===== src/rtl/mybusmatrix5x7_ip_hold.sv =====
// Input-port address-phase hold stage of the 5x7 bus matrix: forwards a master's
// address phase to the output arbiters and parks it when the arbiter stalls it.
module mybusmatrix5x7_ip_hold (
  input  logic        HCLK,
  input  logic        HRESET,
  input  logic        HSELS,
  input  logic [31:0] HADDRS,
  input  logic [1:0]  HTRANSS,
  input  logic        HWRITES,
  input  logic [2:0]  HSIZES,
  input  logic [2:0]  HBURSTS,
  input  logic [3:0]  HPROTS,
  input  logic        HMASTLOCKS,
  input  logic        HREADYS,
  input  logic        addr_ack_ip,
  input  logic        data_ready_ip,
  input  logic [1:0]  data_resp_ip,
  output logic        sel_op,
  output logic [31:0] HADDR_op,
  output logic [1:0]  HTRANS_op,
  output logic        HWRITE_op,
  output logic [2:0]  HSIZE_op,
  output logic [2:0]  HBURST_op,
  output logic [3:0]  HPROT_op,
  output logic        HMASTLOCK_op,
  output logic        req_op,
  output logic        HREADYOUTS,
  output logic [1:0]  HRESPS
);

  localparam logic [1:0] TRANS_NONSEQ = 2'b10;
  localparam logic [1:0] TRANS_SEQ    = 2'b11;
  localparam logic [1:0] RESP_OKAY    = 2'b00;

  typedef struct packed {
    logic [31:0] addr;
    logic [1:0]  trans;
    logic        write;
    logic [2:0]  size;
    logic [2:0]  burst;
    logic [3:0]  prot;
    logic        lock;
  } ctrl_t;

  ctrl_t live_ctrl;
  ctrl_t held_ctrl;
  ctrl_t fwd_ctrl;

  logic hold_valid;
  logic dphase;
  logic new_tran;
  logic accept;
  logic capture;

  assign live_ctrl = '{
    addr:  HADDRS,
    trans: HTRANSS,
    write: HWRITES,
    size:  HSIZES,
    burst: HBURSTS,
    prot:  HPROTS,
    lock:  HMASTLOCKS
  };

  assign new_tran = HSELS & HREADYS & HTRANSS[1];
  assign accept   = addr_ack_ip & (hold_valid | new_tran);
  // A stalled master cannot present a new transfer, so capture is only legal when empty.
  assign capture  = ~hold_valid & new_tran & ~addr_ack_ip;

  // NOTE: state is updated with non-blocking assignments so every flop samples
  // pre-edge values regardless of statement order.
  always_ff @(posedge HCLK) begin
    if (HRESET) begin
      hold_valid <= 1'b0;
      held_ctrl  <= '0;
      dphase     <= 1'b0;
    end else begin
      if (capture) begin
        hold_valid <= 1'b1;
        held_ctrl  <= live_ctrl;
      end else if (hold_valid && addr_ack_ip) begin
        hold_valid <= 1'b0;
      end

      // A newly accepted address phase takes priority over the old data phase ending.
      if (accept) begin
        dphase <= 1'b1;
      end else if (data_ready_ip) begin
        dphase <= 1'b0;
      end
    end
  end

  // NOTE: every output of a combinational block gets a default first, so no
  // path leaves it unassigned and no latch is inferred.
  always_comb begin
    fwd_ctrl = live_ctrl;
    if (hold_valid) begin
      fwd_ctrl = held_ctrl;
      // A parked SEQ beat is re-arbitrated, so it must look like a burst start.
      if (held_ctrl.trans == TRANS_SEQ) begin
        fwd_ctrl.trans = TRANS_NONSEQ;
      end
    end
  end

  assign sel_op       = hold_valid | (HSELS & HREADYS);
  assign req_op       = hold_valid | new_tran;
  assign HADDR_op     = fwd_ctrl.addr;
  assign HTRANS_op    = fwd_ctrl.trans;
  assign HWRITE_op    = fwd_ctrl.write;
  assign HSIZE_op     = fwd_ctrl.size;
  assign HBURST_op    = fwd_ctrl.burst;
  assign HPROT_op     = fwd_ctrl.prot;
  assign HMASTLOCK_op = fwd_ctrl.lock;

  always_comb begin
    HREADYOUTS = 1'b1;
    HRESPS     = RESP_OKAY;
    if (dphase) begin
      HREADYOUTS = data_ready_ip;
      HRESPS     = data_resp_ip;
    end else if (hold_valid) begin
      HREADYOUTS = 1'b0;
    end
  end

endmodule


===== config.mk =====
export PLATFORM = sky130hd
export DESIGN_NAME = mybusmatrix5x7_ip_hold
export DESIGN_NICKNAME = d
export VERILOG_FILES = /design/src/rtl/mybusmatrix5x7_ip_hold.sv
export SDC_FILE = /design/constraint.sdc
export NUM_CORES = 1
export LEC_CHECK = 0
export CORE_MARGIN = 5
export CORE_UTILIZATION = 44
export DETAILED_ROUTE_END_ITERATION = 10
export GPL_TIMING_DRIVEN = 0
export PLACE_DENSITY = 0.8
export SETUP_SLACK_MARGIN = 0.4
export SLEW_MARGIN = 30
export SYNTH_ARGS = -nofsm -noshare
export SYNTH_HDL_FRONTEND = slang
export SYNTH_SLANG_ARGS = --single-unit

===== constraint.sdc =====
create_clock -name HCLK -period 1.4 [get_ports HCLK]
set_input_delay 0.21 -clock HCLK [delete_from_list [all_inputs] [get_ports HCLK]]
set_output_delay 0.21 -clock HCLK [all_outputs]
set_load 0.005 [all_outputs]

# == Word-level counts from Yosys, hierarchy flattened ==
# Index checks and enable logic that the tools add are counted.
# op_classes
add_sub_neg,0
n_mul,0
div,0
n_lt_le_gt_ge,0
eq_ne,1
shifts,0
mux,9
bitwise_logic,9
n_reduce_logical,3
# op_table
cell,count
2-to-1 mux 46 bit,1
2-to-1 mux 1 bit,6
AND 1 bit,5
2-to-1 mux 2 bit,2
nonzero test 2 bit,2
== test 2 bit (second input constant),1
NOT 1 bit,2
bitwise OR 1 bit,2
logical AND 1 bit,1
# word_totals
regBits,48
latchBits,0
ram_bits,0
romBits,0
input_bits,54
out_inout_bits,51
wordCells,31
mem_count,0

# == Logic depth before layout (Yosys ltp) ==
# logic_depth
depth_word,5
mapped_depth,6

# == Worst setup path before layout ==
# No wires, ideal clock.
# synth_timing
kind,register to register
start,register hold_valid
end,register held_ctrl[0] in the netlist's numbering
arrival_ps,1194
required_time_ps,1328
setup_slack_ps,135
stages_incl_launch_ff,7
path_buffers,3
synth_period_minus_slack_ps,1265
cell_sequence,dfxtp_1 clkbuf_2 nand2b_4 nor3_2 buf_6 buf_12 mux2i_1
# synth_between
elab_chain_cells,3
# synth_rtl
element,line,source
from (decl),49,logic hold_valid;
from (signal assigned),74,hold_valid <= 1'b0;
from (signal assigned),79,hold_valid <= 1'b1;
from (signal assigned),82,hold_valid <= 1'b0;
NOT 1 bit,68,assign capture = ~hold_valid & new_tran & ~addr_ack_ip;
AND 1 bit (2 in a row),68,
to (signal assigned),80,held_ctrl <= live_ctrl;
to (decl),46,ctrl_t held_ctrl;
# No other way between the ends.
# A chain may end at the register's enable or synchronous reset.

# == Final worst setup path ==
# layout_timing
start,register hold_valid
end,output port HSIZE_op[1]
# layout_between
elab_chain_cells,1
# layout_rtl
element,line,source
2-to-1 mux 46 bit,98,if (hold_valid) begin
to (decl),22,"output logic [2:0] HSIZE_op,"
# No other way between the ends.

==> summary.txt <==
Worst hold path
  – Hold_sp: HRESET
  – Hold WC Path Type: input port to register

Placement
  – Placed cell count: 445
  – Placer congestion estimate: 0.737
  – Placed cell areas: 3870 um^2
  – Buffers on Ports: 103
  – Hpwl dp: 5010 um

STA
  – Highest clock rate: 564 MHz
  – Setup TNS: -14,630 ps
  – Final hold vios: 0
  – Worst setup margin: -374 ps
  – Rel. slew slack: 70.3%
  – Minimum clock period: 1770 ps
  – RSZ-0062 raised after global routing: true
  – Clock Skews: 3.24 ps
  – Count of pins over their slew limit: 0
  – Final setup violating endpoints: 86
  – Final period util: 127%
  – Worst Tran Pin Value: 446 ps

Floorplanning
  – Die H: 89.0 um
  – Die Wd: 89.0 um
  – I/O Pins: 105
  – Number of cell rows: 28
  – Initial Util: 45.9%
  – Core area: 5990 um^2
  – Die area: 7930 um^2

Setup path
  – CP max FO: 6
  – Crit. path cell count: 7
  – Critical path required time: 1190 ps
  – Crit path DAT: 1560 ps
  – Setup crit end: HSIZE_op[1]
  – Delay of the slowest cell on the worst path: 330 ps
  – Crit-path slowest cell: dfxtp_2
  – Delay-heaviest family, CP: buffers and inverters
  – Worst Reg-to-Reg Cells: 8
  – Worst path cell trace: buf_8 > buf_12 > buf_6 > buf_6 > buf_6 > mux2_2 > buf_2
  – Crit. Startpoint: hold_valid$_SDFFE_PP0P_
  – Reg2reg start: hold_valid$_SDFFE_PP0P_
  – WS Path Type: register to output port
  – Crit path buf inv count: 6
  – Reg2Reg Capture Point: held_ctrl[4]$_SDFFE_PP0P_
  – Most common cell on crit path: buf_6
  – Critical Path End Type: output port
  – R2R setup slack: -90 ps
  – CP Launch Type: register

Yosys
  – Post-synthesis adder-cell area fraction: 0%
  – Largest family of logic cells by synthesized area: multiplexers
  – Largest cells by area after synthesis: dfxtp_1, nand2b_1, mux2_2, mux2i_1, buf_12
  – Post-synthesis cell type count: 22
  – Share of the synthesized area in the top cell type: 35.0%
  – Post-synthesis xor/xnor area fraction: 0%
  – Top cells by count, synth: nand2b_1, dfxtp_1, mux2i_1, mux2_2, clkbuf_1
  – Ys async rst share: 0%
  – Sequential cell area fraction in the yosys report: 35.0%
  – Synth Register Bits: 48
  – Syn avg cell area: 10.3 um^2
  – EDFF count, synth: 0
  – Top-count cell post-synth: nand2b_1
  – Synth Area in Compound Gates: 1.23%
  – Post-Syn Instances: 267
  – Ys Warns: 0
  – Syn Nets: 321
  – Leading area contributor after synthesis: dfxtp_1
  – Post-Syn Area: 2750 um^2
  – Simple-gate share of the synthesized area: 23.4%
  – Mux cell area share after synthesis: 34.4%
  – Main synth FF type: dfxtp_1

Final layout
  – Area delta synth->final: 62.6%
  – Post-route cell area: 4470 um^2
  – Diodes inserted: 0
  – Post-Layout Cell Count: 483
  – Final nets: 464
  – Fill count: 445
  – Layout cells sized above 1: 33.1%
  – Post-layout util: 74.6%

Power
  – Pint: 2.19 mW
  – Power Total: 2.89 mW
  – Clock Power Share: 26.5%
  – PwrDens: 647 nW/um^2
  – P_sw: 702 uW
  – Leakage: 1.74 nW
  – Net Sw Frac: 24.3%
  – Peak supply drop: 0.408 mV
  – Comb pwr share: 24.7%
  – Flop pwr share: 48.8%

CTS
  – Clk_lat worst skew: 290 ps
  – Root buf cell: clkbuf_8
  – CTS max path bufs: 2
  – H-tree Lvls: 2
  – CTS tree: built
  – Clock sinks: 48
  – TritonCTS Buffers: 5
  – Clock slew at reported path FFs: 80 ps

GRT
  – Largest net degree at the start of global routing: 13
  – Initial antenna violation count: 0
  – GRT Total Usage: 20.0%
  – Vias in the first global route: 2,561
  – GRT overflow: 0
  – First-pass GRT wire length: 12,200 um

Status
  – Status: finished, violations left
  – Failing checks: setup timing

Drt
  – DR WL/cell: 16.0 um
  – Residual DRC: 0
  – Vias/cell: 4.99
  – Antenna Nets Post-Route: 0
  – First drt pass iteration count: 4
  – Total Routed Length: 7730 um
  – First DRT Iteration DRCs: 44
  – Vias: 2,408

Run
  – Max cap viols: 0
==> routing by layer <==
| layer | share of wire (%) | global-route usage [%] | wire (um) | up-vias |
|---|---|---|---|---|
| met5 | 0 | 0 | 0 | - |
| met4 | 1.9 | 6.77 | 145 | 0 |
| met3 | 6.4 | 4.52 | 498 | 15 |
| met2 | 51 | 35.7 | 3910 | 79 |
| met1 | 41 | 23.5 | 3170 | 1136 |
| li1 | - | - | - | 1178 |
==> worst min path at each step <==
stage	endpoint	slack (ps)	cells past startpoint
after floorplan	hold_valid$_SDFFE_PP0P_	290	1
after global placement	held_ctrl[9]$_SDFFE_PP0P_	460	2
after detailed placement	held_ctrl[15]$_SDFFE_PP0P_	460	2
after CTS	dphase$_SDFFE_PP0P_	290	2
after global routing	dphase$_SDFFE_PP0P_	320	2
final	dphase$_SDFFE_PP0P_	280	2
==> repair_timing <==
action                                  CTS  global route
hold buffers                              0             0
gates cloned                              4             0
gates resized for setup                 194            24
endpoints found under the setup margin   99            99
setup buffers                            25             4
pin swaps                                 1             1
==> metrics by stage <==
step	hold slack (ps)	setup WS [ps]
after floorplan	286	135
after global placement	455	-365
after detailed placement	458	-372
after CTS	287	-409
after global routing	320	-418
final	281	-374
==> state kept, by name (all words and copies together), names as in the netlist <==
signal      count
hold_valid      1
held_ctrl      46
dphase          1
==> final cells by class <==
cell class / instances / area, um^2 / share of cell area [%]
multi-input cells: 196 / 1710 / 38.3
well taps: 75 / 93.8 / 2.10
clock buffers: 5 / 68.8 / 1.54
plain buffers: 21 / 224 / 5.01
inverters: 2 / 7.51 / 0.168
repair buffers: 136 / 1400 / 31.3
flip-flops and latches: 48 / 963 / 21.6
==> power groups by stage <==
stage	combinational, mW	clock (mW)	sequential, mW
after floorplan	0.270	0	1.44
after global placement	0.647	0	1.44
after detailed placement	0.652	0	1.44
after CTS	0.693	0.778	1.41
after global routing	0.766	0.841	1.42
final	0.714	0.765	1.41
==> cell usage in the layout, fill, tap and decap left out, types with 2 or more instances in the layout <==
cell type | synthesis | routed
nand2b_1 | 91 | 90
clkdlybuf4s15_1 | 0 | 21
dfxtp_2 | 0 | 2
mux2i_1 | 45 | 44
clkdlybuf4s50_1 | 0 | 51
dfxtp_1 | 48 | 46
a21oi_2 | 0 | 2
mux2_2 | 44 | 35
nand2b_4 | 1 | 2
buf_16 | 0 | 4
inv_1 | 2 | 2
clkbuf_2 | 1 | 5
clkbuf_1 | 10 | 10
dlygate4sd2_1 | 0 | 2
buf_6 | 1 | 20
nand2_2 | 0 | 2
buf_4 | 0 | 12
clkbuf_8 | 0 | 5
buf_2 | 5 | 14
buf_8 | 0 | 5
buf_12 | 4 | 12
and2_4 | 0 | 2
mux2_4 | 0 | 9
==> kinds of logic after synthesis <==
logic type      Yosys count
simple gates            102
buf+inv                  23
compound gates            5
flops                    48
mux                      89
Note: power is estimated with default switching activity, not from simulation.
